===== config.mk =====
export PLATFORM = sky130hd
export DESIGN_NAME = decimator_mc
export DESIGN_NICKNAME = d
export VERILOG_FILES = /design/src/rtl/decimator_mc.sv
export SDC_FILE = /design/constraint.sdc
export NUM_CORES = 1
export LEC_CHECK = 0
export CORE_ASPECT_RATIO = 1.1
export CORE_MARGIN = 2
export CORE_UTILIZATION = 35
export CTS_CLUSTER_DIAMETER = 100
export CTS_CLUSTER_SIZE = 8
export DETAILED_ROUTE_END_ITERATION = 8
export PLACE_DENSITY = 0.69
export RECOVER_POWER = 50
export SLEW_MARGIN = 20
export SYNTH_ARGS = -nofsm -noshare
export SYNTH_HDL_FRONTEND = slang
export SYNTH_SLANG_ARGS = --single-unit

===== constraint.sdc =====
create_clock -name s_axis_aclk -period 7.6 [get_ports s_axis_aclk]
set_input_delay 1.52 -clock s_axis_aclk [delete_from_list [all_inputs] [get_ports s_axis_aclk]]
set_output_delay 1.52 -clock s_axis_aclk [all_outputs]
set_load 0.02 [all_outputs]

===== src/rtl/decimator_mc.sv =====
// Multi-channel AXI-Stream decimator: per-channel phase counters, one output per 2^cfg_log2_ratio beats.
// Define DECIMATOR_MC_AVG_EN for boxcar averaging; otherwise the last sample of each group is kept.
module decimator_mc #(
    parameter int DATA_W         = 24,
    parameter int NUM_CH         = 8,
    parameter int MAX_LOG2_RATIO = 4,
    parameter int CH_W           = (NUM_CH > 1) ? $clog2(NUM_CH) : 1,
    parameter int LR_W           = (MAX_LOG2_RATIO > 0) ? $clog2(MAX_LOG2_RATIO + 1) : 1
) (
    input  logic              s_axis_aclk,
    input  logic              s_axis_aresetn,
    input  logic [LR_W-1:0]   cfg_log2_ratio,
    input  logic [DATA_W-1:0] s_axis_tdata,
    input  logic              s_axis_tvalid,
    output logic              s_axis_tready,
    input  logic [CH_W-1:0]   s_axis_tuser,
    input  logic              s_axis_tlast,
    output logic [DATA_W-1:0] m_axis_tdata,
    output logic              m_axis_tvalid,
    input  logic              m_axis_tready,
    output logic [CH_W-1:0]   m_axis_tuser,
    output logic              m_axis_tlast
);
    localparam int CNT_W = (MAX_LOG2_RATIO > 0) ? MAX_LOG2_RATIO : 1;
    localparam int ACC_W = DATA_W + MAX_LOG2_RATIO;

    logic [DATA_W-1:0] r_tdata;
    logic              r_tvalid;
    logic [CH_W-1:0]   r_tuser;
    logic              r_tlast;

    logic [LR_W-1:0]   w_lr;
    logic [CNT_W-1:0]  w_rm1;
    logic              w_ch_ok;
    logic              w_accept;
    logic              w_emit;
    logic [CNT_W-1:0]  w_cnt_sel;
    logic              w_tl_sel;
    logic [DATA_W-1:0] w_out;
    logic [NUM_CH-1:0] w_hit;
    logic [NUM_CH-1:0][CNT_W-1:0] w_cnt_all;
    logic [NUM_CH-1:0]            w_tl_all;

    assign s_axis_tready = !r_tvalid || m_axis_tready;
    assign m_axis_tdata  = r_tdata;
    assign m_axis_tvalid = r_tvalid;
    assign m_axis_tuser  = r_tuser;
    assign m_axis_tlast  = r_tlast;

    assign w_lr  = (cfg_log2_ratio > LR_W'(MAX_LOG2_RATIO)) ? LR_W'(MAX_LOG2_RATIO) : cfg_log2_ratio;
    // R-1 as a mask of w_lr low ones
    assign w_rm1 = ~({CNT_W{1'b1}} << w_lr);

    generate
        if (NUM_CH >= (1 << CH_W)) begin : g_ch_full
            assign w_ch_ok = 1'b1;
        end else begin : g_ch_part
            assign w_ch_ok = (s_axis_tuser < CH_W'(NUM_CH));
        end
    endgenerate

    assign w_accept = s_axis_tvalid && s_axis_tready && w_ch_ok;
    assign w_emit   = w_accept && (w_cnt_sel >= w_rm1);

`ifdef DECIMATOR_MC_AVG_EN
    logic [NUM_CH-1:0][ACC_W-1:0] w_acc_all;
    logic signed [ACC_W-1:0]      w_acc_sel;
    logic signed [ACC_W-1:0]      w_sum;

    assign w_sum = w_acc_sel + ACC_W'($signed(s_axis_tdata));
    assign w_out = DATA_W'(w_sum >>> w_lr);
`else
    assign w_out = s_axis_tdata;
`endif

    always_comb begin
        w_cnt_sel = '0;
        w_tl_sel  = 1'b0;
`ifdef DECIMATOR_MC_AVG_EN
        w_acc_sel = '0;
`endif
        for (int i = 0; i < NUM_CH; i++) begin
            if (s_axis_tuser == CH_W'(i)) begin
                w_cnt_sel = w_cnt_all[i];
                w_tl_sel  = w_tl_all[i];
`ifdef DECIMATOR_MC_AVG_EN
                w_acc_sel = $signed(w_acc_all[i]);
`endif
            end
        end
    end

    genvar gi;
    generate
        for (gi = 0; gi < NUM_CH; gi++) begin : g_ch
            logic [CNT_W-1:0] r_cnt;
            logic             r_tl;

            assign w_hit[gi]     = w_accept && (s_axis_tuser == CH_W'(gi));
            assign w_cnt_all[gi] = r_cnt;
            assign w_tl_all[gi]  = r_tl;

            always_ff @(posedge s_axis_aclk or negedge s_axis_aresetn) begin
                if (!s_axis_aresetn) begin
                    r_cnt <= '0;
                    r_tl  <= 1'b0;
                end else if (w_hit[gi]) begin
                    if (w_emit) begin
                        r_cnt <= '0;
                        r_tl  <= 1'b0;
                    end else begin
                        r_cnt <= r_cnt + CNT_W'(1);
                        r_tl  <= r_tl | s_axis_tlast;
                    end
                end
            end

`ifdef DECIMATOR_MC_AVG_EN
            logic signed [ACC_W-1:0] r_acc;
            assign w_acc_all[gi] = r_acc;

            always_ff @(posedge s_axis_aclk or negedge s_axis_aresetn) begin
                if (!s_axis_aresetn) begin
                    r_acc <= '0;
                end else if (w_hit[gi]) begin
                    r_acc <= w_emit ? '0 : w_sum;
                end
            end
`endif
        end
    endgenerate

    // Single output register: reload on emit, otherwise drain when consumed.
    always_ff @(posedge s_axis_aclk or negedge s_axis_aresetn) begin
        if (!s_axis_aresetn) begin
            r_tdata  <= '0;
            r_tvalid <= 1'b0;
            r_tuser  <= '0;
            r_tlast  <= 1'b0;
        end else if (w_emit) begin
            r_tdata  <= w_out;
            r_tvalid <= 1'b1;
            r_tuser  <= s_axis_tuser;
            r_tlast  <= w_tl_sel | s_axis_tlast;
        end else if (m_axis_tready) begin
            r_tvalid <= 1'b0;
        end
    end

endmodule

==> metrics.csv <==
stage,metric,value,unit
route,wl,8120,um
sta,rsz0062_at_grt,no,
setup_path,worst-path-max-fanout,24,
route,drt-initial-drc-count,222,
status,status,finished with violations,
sta,relSlewSlack,-1.39,
layout,num-fill-cells,916,
grt,grt_pass1_wl,13500,um
place,port-buffer-count,64,
route,dr.pass1.iters,4,
floorplan,num_io_pins,65,
yosys,ys_types,38,
setup_path,worstPathArrival,5630,ps
sta,hold_viol,0,
clock_network,cts_sinks,69,
setup_path,required,7900,ps
grt,antenna_found_initial,0,
pwr,p_leak,0.00191,uW
floorplan,core,9840,sq um
clock_network,clkTransAtPathRegs,80,ps
yosys,avgSynthCellArea,11.2,sq um
setup_path,cpMostUsedCell,nor2_1,
sta,timing.final.crit_period,5330,ps
yosys,ys_ff_latch,69,
clock_network,clock_path_buffers,2,
place,pre_cts_slack,1980,ps
yosys,syn_nets,361,
sta,fin_hold_ws,482,ps
route,antenna_left,0,
sta,max_freq,187,MHz
layout,area_growth,26.5,%
place,gp_congestion,0.841,
floorplan,start_util,0.357,
sta,finalCritPeriodShare,0.702,
clock_network,tritoncts,built,
pwr,powerDensity,362,nW/um^2
job,max_cap_viol_count,1,
sta,finalSetupViolations,0,
setup_path,ff2ff_setup_slack,4170,ps
clock_network,postCtsSetupBuffers,0,
layout,antennaDiodeCount,0,
yosys,syn_inst,314,
layout,layout-drive-gt1-share,0.147,
grt,grt_overflow,0,
grt,grt_pass1_vias,2673,
setup_path,cp_slowest_stage_delay,1030,ps
pwr,peakVddDrop,0.000105,V
sta,setup_tns,0,ps
setup_path,crit_slowest_cell,clkdlybuf4s50_1,
setup_path,end_kind,flop,
yosys,ys_warn_count,0,
setup_path,worstSetupPathType,primary input to flop,
route,drc,0,
grt,grtUsageTotal,0.158,
floorplan,die_w,99.5,um
place,place_area,4220,sq um
floorplan,dieArea,10900,sq um
floorplan,rows,38,
clock_network,postCtsHoldBufs,0,
clock_network,clock_latency,360,ps
route,viasPerCell,5.38,
setup_path,cp_cell_sequence,clkdlybuf4s50_1 -> inv_1 -> nor2_1 -> a21oi_1 -> a221oi_1 -> a41oi_1 -> ha_1 -> nand2b_1 -> a2111o_1 -> and2_0 -> buf_4 -> nor2_1 -> mux2_2,
sta,drv_slew,70,
setup_path,critPathLaunchType,primary input,
sta,fin_ws,2270,ps
layout,final_cell_mix,"dfrtp_1, clkdlybuf4s50_1, o21ai_0, nand2_1, a21oi_1",
hold_path,min_path_type,flop to flop,
clock_network,cts_resized,0,
floorplan,die_h,109,um
clock_network,cts-root-buf,clkbuf_8,
layout,multi_input_area,1670,sq um
sta,worstMarginPinSlew,3580,ps
layout,postLayoutCellArea,4440,sq um
grt,grt_max_degree,70,
sta,finClkSkew,13.4,ps
layout,seq_area,1730,sq um
route,wl_per_cell,16.2,um
status,violations,"max-capacitance violations, max-slew violations",
yosys,synth_seq_area_share,0.491,
clock_network,cts_made_buffers,9,
layout,layout_commonest_cell,dfrtp_1,
layout,final_nets,422,
yosys,netlist_area,3510,sq um
route,route.vias.total,2692,
clock_network,cts_max_level,3,
place,dp_hpwl,5860,um
synth_stat cells:
cell type	n	area [sq um]
a22o_1	11	96.3
buf_1	2	7.51
inv_1	4	15.0
nand3b_1	1	7.51
a21oi_1	20	100
a2111o_1	1	11.3
or2_2	2	12.5
dfrtp_1	69	1730
a41oi_1	1	8.76
and3_1	3	18.8
nand2b_1	9	56.3
nand2_1	25	93.8
nand3_1	13	65.1
o22ai_1	1	6.26
nand4_1	1	6.26
mux4_2	4	90.1
a2111oi_0	1	8.76
o2bb2ai_1	5	43.8
a21boi_0	6	45.0
a221oi_1	1	8.76
o221ai_1	1	8.76
nor2_1	16	60.1
mux2_2	12	135
nor3_1	3	15.0
ha_1	12	150
o31ai_1	7	52.6
buf_6	4	45.0
o21ai_0	31	155
mux2i_1	5	50.1
a41o_1	1	10.0
mux2_4	18	270
nor2b_1	7	43.8
clkbuf_1	8	30.0
buf_2	3	15.0
and4_4	1	11.3
and2_0	1	6.26
a211oi_1	1	7.51
or3_1	3	18.8
worst max-delay path: cells and delay by family:
family / cells / cell delay (ps)
buf+inv: 3 / 1550
compound gates: 4 / 1030
simple gates: 4 / 960
fa+ha+maj: 1 / 340
mux: 1 / 200
kinds of logic (layout without fill, tap and decap cells):
logic type,count (synthesis),in the layout,synth area share
buffers and inverters,21,87,0.0320
AND/OR/NAND/NOR,85,85,0.118
AO/OA/AOI/OAI,88,88,0.160
multiplexers,39,39,0.155
flip-flops,69,69,0.491
adder cells (fa/ha/maj),12,12,0.0427
metrics by stage:
step,power (uW),std cells,util
after floorplan,1030,314,-
after detailed placement,1290,484,0.429
final,1610,500,0.452
after CTS,1630,500,0.452
after global routing,1710,500,0.452
after global placement,1270,484,0.429
registers in the layout (all words and copies together) (netlist names):
register	cells
g_ch.r_cnt	32
g_ch.r_tl	8
m_axis_tdata	24
m_axis_tlast	1
m_axis_tuser	3
m_axis_tvalid	1
layout make-up:
type,count,share of cell area
Sequential cell,69,0.389
Multi-Input combinational cell,224,0.377
Clock inverter,6,0.0194
Clock buffer,10,0.0310
Inverter,4,0.00338
Tap cell,120,0.0338
Timing Repair Buffer,67,0.147
metal layers:
layer / GRT usage / part of all wire / routed length [um] / vias to the layer above
met5: 0 / 0 / 0 / -
met4: 0.0724 / 0.023 / 188 / 0
met3: 0.0378 / 0.067 / 543 / 16
met2: 0.240 / 0.44 / 3550 / 97
met1: 0.214 / 0.47 / 3840 / 1303
li1: - / - / - / 1276
where the power goes:
group	internal (uW)	switching, uW
clock network	193	143
registers	519	121
logic	334	297
total	1050	561
path summary, 6_finish.rpt:
kind,from,to,depth (start not counted)
setup / recovery,s_axis_tuser[0],g_ch[6].r_cnt[0],13
hold / removal,g_ch[4].r_cnt[3],g_ch[4].r_cnt[3],1
setup reg to reg,g_ch[0].r_cnt[0],g_ch[6].r_cnt[0],11
hold reg to reg,g_ch[4].r_cnt[3],g_ch[4].r_cnt[3],1
max in group asynchronous,s_axis_aresetn,g_ch[6].r_tl,2
min in group asynchronous,s_axis_aresetn,m_axis_tdata[16],2
No activity file was read; power rests on OpenSTA's default activity.
